$ cat config.mk
export PLATFORM = sky130hd
export DESIGN_NAME = dependence_arbiter
export DESIGN_NICKNAME = d
export VERILOG_FILES = /design/src/rtl/dependence_arbiter.sv
export SDC_FILE = /design/constraint.sdc
export NUM_CORES = 1
export LEC_CHECK = 0
export BUFFER_PORTS_ARGS = -buffer_cell sky130_fd_sc_hd__buf_2
export CORE_MARGIN = 10
export CORE_UTILIZATION = 46
export DETAILED_ROUTE_END_ITERATION = 8
export HOLD_SLACK_MARGIN = 0.15
export PLACE_DENSITY = 0.74
export SYNTH_ARGS = -nofsm -noshare
export SYNTH_HDL_FRONTEND = slang
export SYNTH_SLANG_ARGS = --single-unit
$ cat constraint.sdc
create_clock -name clk -period 1.9 [get_ports clk]
set_input_delay 0 -clock clk [delete_from_list [all_inputs] [get_ports clk]]
set_output_delay 0 -clock clk [all_outputs]
set_load 0.01 [all_outputs]
$ cat src/rtl/dependence_arbiter.sv
// Round-robin arbiter sharing one 3-input evaluation unit between NUM_REQ requesters.
// Optional per-requester grant counters are enabled with DEPENDENCE_ARB_STATS_EN.
module dependence_arbiter #(
  parameter int NUM_REQ = 3,
  parameter int LATENCY = 2
) (
  input  logic                   clk,
  input  logic                   rst,
  input  logic [NUM_REQ-1:0]     req_valid,
  input  logic [3*NUM_REQ-1:0]   req_abc,
  output logic [NUM_REQ-1:0]     req_ready,
  input  logic                   hold,
  output logic                   issue_valid,
  output logic                   issue_a,
  output logic                   issue_b,
  output logic                   issue_c,
  input  logic                   unit_q,
  output logic [NUM_REQ-1:0]     rsp_valid,
  output logic                   rsp_q,
  output logic                   busy
`ifdef DEPENDENCE_ARB_STATS_EN
  ,
  output logic [16*NUM_REQ-1:0]  stat_grants
`endif
);

  localparam int PW = $clog2(NUM_REQ);

  typedef logic [PW-1:0] idx_t;

  typedef struct packed {
    logic valid;
    idx_t tag;
  } stage_t;

  idx_t               r_ptr;
  logic               r_issue_valid;
  logic [2:0]         r_issue_abc;
  idx_t               r_issue_tag;
  stage_t             r_pipe [LATENCY];
  logic [NUM_REQ-1:0] r_rsp_valid;
  logic               r_rsp_q;

  logic               w_found;
  idx_t               w_winner;
  idx_t               w_idx;
  logic               w_grant;
  idx_t               w_ptr_next;
  logic [2:0]         w_abc_win;
  logic               w_pipe_any;

  // Scan from the priority pointer; the first valid requester wins.
  // NOTE: every variable gets a default before the loop so no latch is inferred.
  always_comb begin
    w_found  = 1'b0;
    w_winner = '0;
    w_idx    = '0;
    for (int k = 0; k < NUM_REQ; k++) begin
      w_idx = idx_t'((int'(r_ptr) + k) % NUM_REQ);
      if (!w_found && req_valid[w_idx]) begin
        w_found  = 1'b1;
        w_winner = w_idx;
      end
    end
  end

  assign w_grant    = w_found & ~hold & ~rst;
  assign req_ready  = w_grant ? (NUM_REQ'(1) << w_winner) : '0;
  assign w_ptr_next = (w_winner == idx_t'(NUM_REQ - 1)) ? '0 : w_winner + 1'b1;
  assign w_abc_win  = req_abc[3*int'(w_winner) +: 3];

  // NOTE: state uses non-blocking assignments so each stage sees pre-edge values of its neighbour.
  always_ff @(posedge clk) begin
    if (rst) begin
      r_ptr         <= '0;
      r_issue_valid <= 1'b0;
      r_issue_abc   <= '0;
      r_issue_tag   <= '0;
      // NOTE: tags are cleared with the valids; the pipe is tiny and this keeps outputs deterministic.
      for (int s = 0; s < LATENCY; s++) r_pipe[s] <= '0;
      r_rsp_valid   <= '0;
      r_rsp_q       <= 1'b0;
    end else begin
      r_issue_valid <= w_grant;
      if (w_grant) begin
        r_ptr       <= w_ptr_next;
        r_issue_abc <= w_abc_win;
        r_issue_tag <= w_winner;
      end
      r_pipe[0] <= {r_issue_valid, r_issue_tag};
      for (int s = 1; s < LATENCY; s++) r_pipe[s] <= r_pipe[s-1];
      // The last stage lines up with the cycle in which unit_q belongs to its tag.
      if (r_pipe[LATENCY-1].valid) begin
        r_rsp_valid <= NUM_REQ'(1) << r_pipe[LATENCY-1].tag;
        r_rsp_q     <= unit_q;
      end else begin
        r_rsp_valid <= '0;
      end
    end
  end

  always_comb begin
    w_pipe_any = 1'b0;
    for (int s = 0; s < LATENCY; s++) w_pipe_any = w_pipe_any | r_pipe[s].valid;
  end

  assign issue_valid = r_issue_valid;
  assign issue_a     = r_issue_abc[2];
  assign issue_b     = r_issue_abc[1];
  assign issue_c     = r_issue_abc[0];
  assign rsp_valid   = r_rsp_valid;
  assign rsp_q       = r_rsp_q;
  assign busy        = r_issue_valid | w_pipe_any | (|r_rsp_valid);

`ifdef DEPENDENCE_ARB_STATS_EN
  logic [15:0] r_stat [NUM_REQ];

  // Saturating per-requester grant counters.
  always_ff @(posedge clk) begin
    if (rst) begin
      for (int i = 0; i < NUM_REQ; i++) r_stat[i] <= '0;
    end else begin
      for (int i = 0; i < NUM_REQ; i++) begin
        if (w_grant && w_winner == idx_t'(i) && r_stat[i] != 16'hFFFF) r_stat[i] <= r_stat[i] + 16'd1;
      end
    end
  end

  always_comb begin
    stat_grants = '0;
    for (int i = 0; i < NUM_REQ; i++) stat_grants[16*i +: 16] = r_stat[i];
  end
`endif

endmodule
==> results of run 1 <==
-- power by group --
part           total [mW]  leakage [nW]  internal, mW  switching, mW
logic                1.89         0.630         0.979          0.913
registers           0.512         0.148         0.462         0.0497
clock network       0.238        0.0210         0.117          0.121
total                2.64         0.799          1.56           1.08
-- critical path: stages (launching register included) --
cell and delay, ns:
sky130_fd_sc_hd__dfxtp_2 0.35, sky130_fd_sc_hd__buf_6 0.12, sky130_fd_sc_hd__ha_4 0.27, sky130_fd_sc_hd__buf_8 0.13
sky130_fd_sc_hd__buf_6 0.11, sky130_fd_sc_hd__inv_1 0.05, sky130_fd_sc_hd__a32o_2 0.28, sky130_fd_sc_hd__a2bb2oi_2 0.13
sky130_fd_sc_hd__o21ai_2 0.09, sky130_fd_sc_hd__nor2_1 0.16, sky130_fd_sc_hd__buf_2 0.16
-- area by class of cell --
| cell class | count | area, sq um | share of cell area, % |
|---|---|---|---|
| Clock buffer | 4 | 36.3 | 2.04 |
| Multi-Input combinational cell | 84 | 756 | 42.6 |
| Sequential cell | 18 | 365 | 20.6 |
| Timing Repair Buffer | 74 | 547 | 30.8 |
| Tap cell | 28 | 35.0 | 1.97 |
| Inverter | 9 | 33.8 | 1.90 |
| Antenna cell | 1 | 2.50 | 0.141 |
-- metrics by stage --
step           util (%)  total power, mW  setup TNS [ns]
2_1_floorplan         -             1.21               0
3_3_place_gp       61.6             1.62          -0.382
3_5_place_dp       61.6             1.66          -0.848
4_1_cts            76.8             2.30          -0.907
5_1_grt            81.0             2.76           -2.34
6_report           81.0             2.64           -1.69
-- per-layer routing --
metal  routed length, um  track usage, %  share of wire [%]  up-vias
li1                    -               -                  -      577
met1                1590            16.6                 38      626
met2                2130            29.7                 51       60
met3                 209            3.64                5.0       22
met4                 217            7.18                5.2        0
met5                   0               0                  0        -
-- sequential cells by signal, summed over array words and instances (netlist names) --
name / cells
r_ptr: 2
rsp_q: 1
r_issue_tag: 2
r_issue_abc: 3
r_pipe: 6
issue_valid: 1
rsp_valid: 3
-- worst min path at each step --
stage | cells after the start | to
finish | 4 | r_issue_abc[1]
global route | 4 | r_issue_abc[1]
CTS | 4 | r_issue_abc[1]
detailed placement | 3 | rsp_q
global placement | 3 | rsp_q
floorplan | 1 | r_pipe[0][0]
-- cell families after synthesis --
family                   share of synthesized area (%)
buffers and inverters                             5.78
multiplexers                                      11.1
flip-flops                                        34.7
AND/OR/NAND/NOR                                   21.7
AO/OA/AOI/OAI                                     22.0
adder cells (fa/ha/maj)                           4.81
-- synthesized netlist by cell type (all sizes together) (4+ instances only) --
library cell  instances  area share, %
a211o                 4            3.4
a21oi                 5            2.4
buf                   4            2.2
dfxtp                18             35
ha                    4            4.8
inv                   9            3.2
mux2i                10             10
nand2                 8            2.9
nor2                  8            2.9
nor2b                 7            4.2
o21ai                 6            3.6
-- what timing repair did --
item,4_1_cts,5_1_grt
setup endpoints to repair,10,10
pin swaps,11,6
hold buffers,10,0
resized for setup,28,15
setup buffers,11,5
endpoints found under the hold margin,16,0
==> results.md, run 1 <==
Routing:
- After detailed routing, the number of remaining DRC violations is 0.
- Using the TritonRoute via totals, the vias-per-cell ratio works out to a little under 6.
- In this run, the number of DRC markers left after iteration 0 of detailed routing was 49.
- The count of nets left with antenna violations after detail routing is 0.
- The routed layout has about 1300 vias.
- After detailed routing, the total wire length is ~4.2 mm.
- The number of iterations in the first detailed-routing pass is 4.
- The routed length per instance is between 15 and 20 um.

STA:
- The worst-margin pin slew is 0.397 ns.
- The count of final max-slew check failures came to 0.
- Hold is met by about 0.21 ns.
- Across all setup checks in the final design, the least slack found is -0.253 ns.
- Of the available clock period, the critical path in the final layout requires 113%.
- Across the routed clock network, the largest skew measured is about 0.0056 ns.
- Setup repair after global routing could not meet its margin everywhere.
- The count of final hold-check violations is 0.
- The minimum clock period is ~2.2 ns.
- The number of failing setup endpoints in the final timing report is 10.
- The worst slew slack as a fraction of its limit is 73.4%.
- The highest clock frequency the design can meet is 464 MHz.

Setup path:
- The critical path startpoint category is a register.
- STA classifies the critical path endpoint as an output port.
- The worst reg-to-reg setup slack is -0.22 ns.
- Of all nets on the critical path, the largest fanout is 8.
- In this run the worst setup path terminates at req_ready[1].
- The worst register-to-register path has a depth of 8.
- The critical path in this run is classified as reg2out.
- The timing startpoint of the critical path is r_ptr[1].
- The end of the worst register-to-register path is r_issue_tag[0].
- The arrival time at the worst endpoint is 2.15 ns.
- The source of the worst register-to-register timing path is r_ptr[1].
- The required time of the critical path is between 1.5 and 2 ns.

Outcome:
- The run finished, with violations left.
- The final reports fail on setup timing.

Floorplan:
- The die covers around 4600 sq um.
- The y dimension of the die is 67.5 um.
- The count of standard-cell rows is 17.
- Once the floorplan was initialized, standard cells occupied 47.5% of the core.
- The number of primary I/O pins is 28.
- The placeable core area is about 2200 sq um.
- The die boundary width is around 68 um.

GRT:
- The first global-routing pass estimated about 5.7 mm of wire.
- Summed over all layers, the global routing overflow is 0.
- The total track usage is between 15 and 20%.
- The initial antenna violation count is 1.
- The pin count of the biggest net entering global routing is 16.
- The number of global-route vias before repair is between 1000 and 1500.

Layout:
- Of the cells placed in the final design, the portion with a size suffix greater than 1 is between 50 and 60%.
- The filler cells instantiated in the layout total between 100 and 150.
- Leaving out fill and tap cells, the most frequent cell in the layout is sky130_fd_sc_hd__buf_4.
- Excluding fillers, the count of instances in the completed layout stands at around 220.
- At the end of the flow, the number of nets in the layout was 210.
- The area added between synthesis and finish is 70.8%.
- The library cells used most frequently in the layout, excluding fill and tap cells, are sky130_fd_sc_hd__buf_4 (29), sky130_fd_sc_hd__buf_2 (27), sky130_fd_sc_hd__dfxtp_1 (16).
- Once layout is done, the placed cells without fillers occupy 1780 sq um.

Clock tree:
- The cell sitting at the root of the clock tree is a sky130_fd_sc_hd__clkbuf_4.
- CTS built an H-tree with a depth of 1.
- Buffers inserted during clock tree synthesis total 3.
- The clock latency on the worst-skew pair is just under 0.3 ns.
- TritonCTS built the clock tree.
- The clock net sink count is 18.
- The clock passes through at most 2 buffers.
- The clock transition at the register clock pins on the worst setup and hold paths after CTS is between 0.1 and 0.15 ns.

Logic synthesis:
- For this run, the leading register cell type out of synthesis is sky130_fd_sc_hd__dfxtp_1.
- The part of the Yosys area used for sequential elements is between 30% and 40%.
- Synthesis produced a netlist whose cell count is 116.
- Yosys mapped the design onto 37 distinct sky130hd cell types.
- The count of warnings emitted by yosys is 0.
- The net count after synthesis is ~140.
- The average instance in the mapped netlist occupies between 8 and 9 sq um.
- After synthesis the cells add up to between 1000 and 1500 sq um.
- The number of flip-flops and latches in the synthesized netlist is 18.
- The count of flip-flops with a built-in enable after synthesis is 0.
- The share of flip-flops with an asynchronous set or reset is 0%.

Placement:
- The cell count after placement is 188.
- The number of buffer cells added on primary ports is 27.
- The post-place setup slack is -0.166 ns.
- The placed instances occupy a cell area of 1350 sq um.
- The congestion estimate from routability-driven global placement came to 0.889.
- The detailed placement HPWL is 2.28 mm.

Power and ir drop:
- The maximum ir drop on the vdd rail is between 0.0009 and 0.001 V.
- For this design the static power due to leakage is 0.799 nW.
- The power density over the cells is 1490 nW/um^2.

Min path:
- The worst hold path begins at req_abc[4].
- The type of the most critical hold path is in2reg.

Job:
- Across the run, the number of max-cap violations was 0.
Power figures use the tool's default switching activity.
==> inputs of run 2 (changes only) <==
- CORE_MARGIN: 10 -> 5
- PLACE_DENSITY: 0.74 -> unset
- PLACE_DENSITY_LB_ADDON: unset -> 0.1
==> results.md, run 2 (same netlist as run 1, synthesis figures left out) <==
Outcome:
- The run finished, with violations left.
- The checks that failed: setup timing.

Setup path:
- The critical path startpoint category is a register.
- The cell family contributing the most delay on the critical path is buffers and inverters.
- The worst setup path is of the reg2out kind.
- Walking the worst path, the cells encountered are inv_2 > ha_4 > buf_6 > mux2i_4 > buf_6 > nor2_2 > o21ba_1 > a311oi_1 > buf_4 > nor2_2 > buf_2.
- The worst reg-to-reg setup slack is -0.14 ns (+0.08 ns).
- The maximum single-stage delay on the critical path is 0.34 ns (about the same).
- The most critical setup path has its startpoint at r_ptr[1].
- The arrival time at the worst endpoint was 2.13 ns (-0.02 ns).
- The largest fanout on the critical path was 5 (-3).
- The count of buffer and inverter cells on the critical path is 5 (unchanged).
- The master of the slowest instance on the critical path is sky130_fd_sc_hd__dfxtp_2.
- The source of the worst register-to-register timing path is r_ptr[1].
- The worst setup path is captured at an output port.
- The required time of the critical path is 1.90 ns (about the same).

STA:
- The setup TNS is -1.16 ns (+0.522 ns).
- The final worst-path setup slack came to -0.231 ns (+0.0221 ns).
- The final setup skew is 0.00336 ns (-0.00219 ns).
- The minimum clock period is 2.13 ns (-0.0221 ns).
- The worst slew slack as a fraction of its limit is 71.0% (-2.4 points).
- Setup repair after global routing could not meet its margin everywhere.
- The highest clock frequency the design can meet came to 469 MHz (+1.0%).
- The worst-margin pin slew is 0.422 ns (+0.0248 ns).
- The number of failing setup endpoints in the final timing report is 8 (-2).
- The final clock period utilization by the worst path is 112% (-1.2 points).
- The count of final hold-check violations is 0 (unchanged).
- The count of final max-slew check failures is 0 (unchanged).

Layout:
- The number of flip-flops under the largest register name was 6 (unchanged).
- The share of cells above drive strength 1 came to 47.5% (-4.3 points).
- The sequential cell area is 365 sq um (unchanged).
- The area added between synthesis and finish is 66.5%.
- In the layout the commonest cells are sky130_fd_sc_hd__buf_2 (27), sky130_fd_sc_hd__buf_4 (25), sky130_fd_sc_hd__dfxtp_1 (16).
- The number of antenna diodes is 0 (-1).
- The multi-input combinational cell area came to 768 sq um (+1.7%).
- The fill cell total of the finished layout is 151 (+14%).
- The largest register by flop count is r_pipe.
- Leaving out fill and tap cells, the most frequent cell in the layout is sky130_fd_sc_hd__buf_2.
- The final instance area is 1730 sq um (-2.5%).
- The number of nets at the end of the flow came to 204 (-2.9%).

Routing:
- The via density per instance is 5.65 (-4.2%).
- The iteration-0 DRC count of the detailed router is 40 (-18%).
- The post-detailed-route DRC marker count was 0 (unchanged).
- The count of nets left with antenna violations after detail routing is 0 (unchanged).
- The number of iterations in the first detailed-routing pass was 5 (+1).
- The routed length per instance was 16.3 um (-14%).
- The total wire length came to 3.44 mm (-17%).
- The via count of the routed design was 1192 (-7.2%).

Placement:
- The instance area at placement was 1340 sq um (-0.56%).
- The post-place setup slack was -0.227 ns (-0.0614 ns).
- The number of buffer cells added on primary ports was 27 (unchanged).
- The detailed placement HPWL was 2.07 mm (-9.2%).
- The routability-driven placement congestion ratio is 0.815 (-8.3%).

GRT:
- The residual overflow from global routing is 0 (unchanged).
- The initial antenna violation count was 0 (-1).
- The total track usage is 19.8% (+3.8 points).
- The first-pass GRT wire length is 5.20 mm (-8.4%).
- The number of global-route vias before repair is 1163 (-7.8%).
- The pin count of the biggest net entering global routing was 16 (unchanged).

Clock tree:
- The cell sitting at the root of the clock tree is a sky130_fd_sc_hd__clkbuf_4.
- TritonCTS built the clock tree.
- The number of buffers created by CTS is 3 (unchanged).
- The maximum clock insertion buffer count is 2 (unchanged).
- The clock net sink count came to 18 (unchanged).
- The clock transition at the register clock pins on the worst setup and hold paths after CTS came to 0.10 ns (about the same).
- The clock latency on the worst-skew pair is 0.29 ns (about the same).
- The level count of the clock H-tree is 1 (unchanged).

Job:
- The count of max-cap constraint violations is 0 (unchanged).

Power and ir drop:
- The net switching power of the design was 1.00 mW (-7.6%).
- The power density over the cells is 1430 nW/um^2 (-3.6%).
- The combinational share of power came to 70.2% (-1.4 points).
- The clock network power share is 9.1% (about the same).
- The internal power of the cells came to 1.48 mW (-4.9%).
- The leakage power was 0.770 nW (-3.6%).
- The maximum ir drop on the vdd rail was 0.000783 V (-16%).
- The switching power as a share of total power came to 40.3% (-0.68 points).
- The power share of the sequential group is 20.7% (+1.3 points).

Min path:
- The min-delay analysis places its worst path in the category in2reg.
- The start point of the worst min-delay path is req_abc[3].

Floorplan:
- The die area came to 3310 sq um (-27%).
- The placeable core area was 2190 sq um (unchanged).
- The initial standard-cell utilization of the core is 47.5% (unchanged).
- The count of standard-cell rows came to 17 (unchanged).
- The y dimension of the die was 57.5 um (-15%).
- The number of primary I/O pins is 28 (unchanged).
- The die boundary width is 57.5 um (-15%).
## run 2: cell types whose count changed in the layout (fill, tap and decap cells not counted), sizes merged
cell,delta
diode,-1
buf,-6
## run 2: path summary, 6_finish.rpt
kind	end	cells after the start
worst min register to register	r_pipe[0][4]	1
worst max register to register	r_issue_tag[0]	9
worst max-delay path	req_ready[0]	11
worst min-delay path	r_issue_abc[0]	4
## run 2: repair_timing
| action | in CTS | in global routing |
|---|---|---|
| resized for setup | 25 | 14 |
| cloned | 0 | 0 |
| buffers inserted | 10 | 0 |
| pin swaps | 6 | 4 |
| endpoints found under the setup margin | 9 | 10 |
| hold endpoints to repair | 15 | 0 |
| hold buffers | 10 | 0 |
## run 2: power by group through the flow
stage / Sequential, mW / Combinational, mW / Clock (mW)
5_1_grt: 0.523 / 1.85 / 0.243
6_report: 0.514 / 1.74 / 0.226
3_3_place_gp: 0.497 / 1.17 / 0
4_1_cts: 0.509 / 1.52 / 0.231
3_5_place_dp: 0.502 / 1.19 / 0
2_1_floorplan: 0.512 / 0.693 / 0
## run 2: final cells by class
cell class / count / area share (%)
tap: 28 / 2.02
timing repair buffer: 68 / 28.3
multi-input combinational: 84 / 44.4
sequential: 18 / 21.1
clock buffer: 4 / 2.10
inverter: 9 / 2.10
## run 2: routing by layer
layer | global-route usage, % | up-vias | wire length [um]
li1 | - | 561 | -
met1 | 23.3 | 566 | 1360
met2 | 34.8 | 57 | 1820
met3 | 4.98 | 8 | 208
met4 | 6.29 | 0 | 57
met5 | 0 | - | 0
## run 2: stage by stage
step	util [%]	instances	power [mW]	hold WS, ns
after floorplan	-	116	1.21	0.0795
after global placement	61.2	187	1.66	0.243
after detailed placement	61.2	187	1.69	0.251
after CTS	75.5	211	2.26	0.202
after global routing	79.0	211	2.62	0.182
final	79.0	211	2.48	0.190
## run 2: worst reg2reg max path, stage by stage, from the launching register on
cell and delay [ns]:
sky130_fd_sc_hd__dfxtp_2 0.35, sky130_fd_sc_hd__buf_4 0.13, sky130_fd_sc_hd__ha_4 0.16, sky130_fd_sc_hd__mux2i_1 0.41, sky130_fd_sc_hd__o21ai_4 0.12, sky130_fd_sc_hd__nor3_1 0.16
sky130_fd_sc_hd__a311oi_1 0.08, sky130_fd_sc_hd__buf_4 0.15, sky130_fd_sc_hd__buf_4 0.13, sky130_fd_sc_hd__mux2_4 0.25
==> inputs of run 3 (changes only) <==
- CELL_PAD_IN_SITES_DETAIL_PLACEMENT: unset -> 1
- CELL_PAD_IN_SITES_GLOBAL_PLACEMENT: unset -> 2
- CORE_UTILIZATION: 46 -> 27
==> results.md, run 3 (same netlist as run 1, synthesis figures left out) <==
Outcome:
- The run finished, with violations left.
- The final reports fail on setup timing.

Routing:
- The number of iterations in the first detailed-routing pass came to 2 (-3).
- The total wire length is 3.34 mm (-2.8%).
- The via density per instance is 4.82 (-15%).
- The iteration-0 DRC count of the detailed router is 14 (-65%).
- The count of nets left with antenna violations after detail routing was 0 (unchanged).
- The routed length per instance was 14.4 um (-12%).
- The post-detailed-route DRC marker count is 0 (unchanged).
- The via count of the routed design was 1118 (-6.2%).

STA:
- The minimum clock period came to 2.09 ns (-0.0442 ns).
- The final setup skew is 0.00243 ns (-0.000929 ns).
- The setup TNS was -1.05 ns (+0.112 ns).
- The worst slew slack as a fraction of its limit is 67.5% (-3.5 points).
- The final worst-path setup slack came to -0.187 ns (+0.0442 ns).
- The worst hold-check slack is 0.146 ns (-0.0434 ns).
- Setup repair after global routing could not meet its margin everywhere.
- The worst-margin pin slew came to 0.485 ns (+0.0632 ns).
- The final clock period utilization by the worst path is 110% (-2.3 points).
- The count of final max-slew check failures is 0 (unchanged).
- The number of failing setup endpoints in the final timing report came to 10 (+2).
- The highest clock frequency the design can meet is 479 MHz (+2.1%).
- The count of final hold-check violations is 0 (unchanged).

Setup path:
- The arrival time at the worst endpoint came to 2.09 ns (-0.04 ns).
- The class of the most critical setup path is reg2out.
- STA classifies the critical path startpoint as a register.
- The largest fanout on the critical path is 7 (+2).
- The kind of end point of the critical path is an output port.
- The required time of the critical path is 1.90 ns (about the same).

Placement:
- The detailed placement HPWL is 2.42 mm (+17%).
- The number of buffer cells added on primary ports is 27 (unchanged).
- The routability-driven placement congestion ratio came to 0.781 (-4.1%).
- The cell count after placement is 209 (+12%).

Layout:
- The share of cells above drive strength 1 was 52.2% (+4.6 points).
- The largest register by flop count is r_pipe.
- The library cell used most frequently in the layout, excluding fill and tap cells, is sky130_fd_sc_hd__buf_2.
- The end-of-flow core utilization came to 49.3% (-30 points).
- The top cell types in the final layout, fill and taps aside, are sky130_fd_sc_hd__buf_2 (27), sky130_fd_sc_hd__buf_4 (26), sky130_fd_sc_hd__dfxtp_1 (16).
- The number of nets at the end of the flow is 205 (+0.49%).
- The fill cell total of the finished layout came to 447 (+200%).
- The number of flip-flops under the largest register name is 6 (unchanged).
- The area added between synthesis and finish is 74.8%.
- The number of non-filler instances in the completed layout is 232 (+10%).
- The multi-input combinational cell area is 798 sq um (+3.9%).
- The number of antenna diodes came to 0 (unchanged).
- The sequential cell area is 365 sq um (unchanged).

Clock tree:
- The maximum clock insertion buffer count is 2 (unchanged).
- The clock net sink count is 18 (unchanged).
- TritonCTS built the clock tree.
- The level count of the clock H-tree was 1 (unchanged).
- The tree is rooted in a sky130_fd_sc_hd__clkbuf_8.
- The number of buffers created by CTS is 3 (unchanged).
- The clock transition at the register clock pins on the worst setup and hold paths after CTS is 0.06 ns (-0.04 ns).
- The clock latency on the worst-skew pair is 0.25 ns (-0.04 ns).

GRT:
- The pin count of the biggest net entering global routing is 16 (unchanged).
- The total track usage was 13.7% (-6.1 points).
- The met2 layer usage reported by global route is 24.2% (-11 points).
- The number of global-route vias before repair is 1213 (+4.3%).
- The global routing met3 resource utilization is 2.91% (-2.1 points).
- The initial antenna violation count is 0 (unchanged).
- The residual overflow from global routing was 0 (unchanged).
- met2 is the most crowded layer.
- The fraction of met1 tracks used by global routing was 17.4% (-5.9 points).
- The first-pass GRT wire length is 5.71 mm (+9.8%).

Floorplan:
- The initial standard-cell utilization of the core is 28.2% (-19 points).
- The number of primary I/O pins is 28 (unchanged).
- The y dimension of the die is 72.1 um (+25%).
- The die area is 5190 sq um (+57%).
- The die boundary width was 72.1 um (+25%).
- The count of standard-cell rows is 22 (+5).
- The placeable core area came to 3690 sq um (+68%).

Power and ir drop:
- The leakage power came to 0.801 nW (+4.1%).
- The overall power of the completed layout is 2.64 mW (+6.3%).
- The maximum ir drop on the vdd rail is 0.000584 V (-26%).
- The power density over the cells came to 1450 nW/um^2 (+1.2%).

Job:
- The count of max-cap constraint violations came to 0 (unchanged).

Min path:
- The tightest min-delay check is of the in2reg type.
==> run 3: stage by stage <==
step           setup WS [ns]  area, sq um
2_1_floorplan        0.00722         1040
3_3_place_gp          -0.203         1380
3_5_place_dp          -0.262         1380
4_1_cts               -0.202         1700
5_1_grt               -0.273         1820
6_report              -0.187         1820
==> run 3: final timing paths <==
kind | from | end | slack [ns] | depth (start not counted)
setup / recovery | r_ptr[1] | req_ready[2] | -0.19 | 8
hold / removal | req_abc[0] | r_issue_abc[0] | 0.15 | 3
setup reg to reg | r_ptr[1] | r_issue_abc[1] | -0.16 | 8
hold reg to reg | r_pipe[0][0] | r_pipe[0][3] | 0.44 | 1
==> run 3: where the power goes <==
part | total [mW] | leakage [nW] | switching (mW) | internal, mW
clock | 0.301 | 0.0288 | 0.117 | 0.184
combinational | 1.83 | 0.625 | 0.845 | 0.980
sequential | 0.513 | 0.148 | 0.0500 | 0.463
==> run 3: routing by layer <==
layer  wire [um]  share of wire (%)
met3          82                2.5
met4          13               0.39
met1        1510                 45
met5           0                  0
met2        1740                 52
==> run 3: area by class of cell <==
class                   instances  area share, %
multi-input cells              84           43.9
clock buffers                   4           3.03
repair buffers                 69           27.7
well taps                      48           3.30
flip-flops and latches         18           20.1
inverters                       9           2.00
==> run 3: critical path, cell delays in order (launching register included) <==
cell and delay (ns):
sky130_fd_sc_hd__dfxtp_2 0.33, sky130_fd_sc_hd__buf_6 0.12, sky130_fd_sc_hd__ha_4 0.26, sky130_fd_sc_hd__buf_6 0.12
sky130_fd_sc_hd__nand3b_1 0.16, sky130_fd_sc_hd__or3_4 0.37, sky130_fd_sc_hd__a211o_1 0.29, sky130_fd_sc_hd__inv_1 0.06
sky130_fd_sc_hd__buf_2 0.12
==> run 3: repair_timing <==
action                                 CTS  global route
gates cloned                             0             0
pin swaps                                9             6
resized for setup                       32            17
hold buffers                             6             0
setup buffers                            9             5
endpoints found under the hold margin    8             0
setup endpoints to repair               10            10
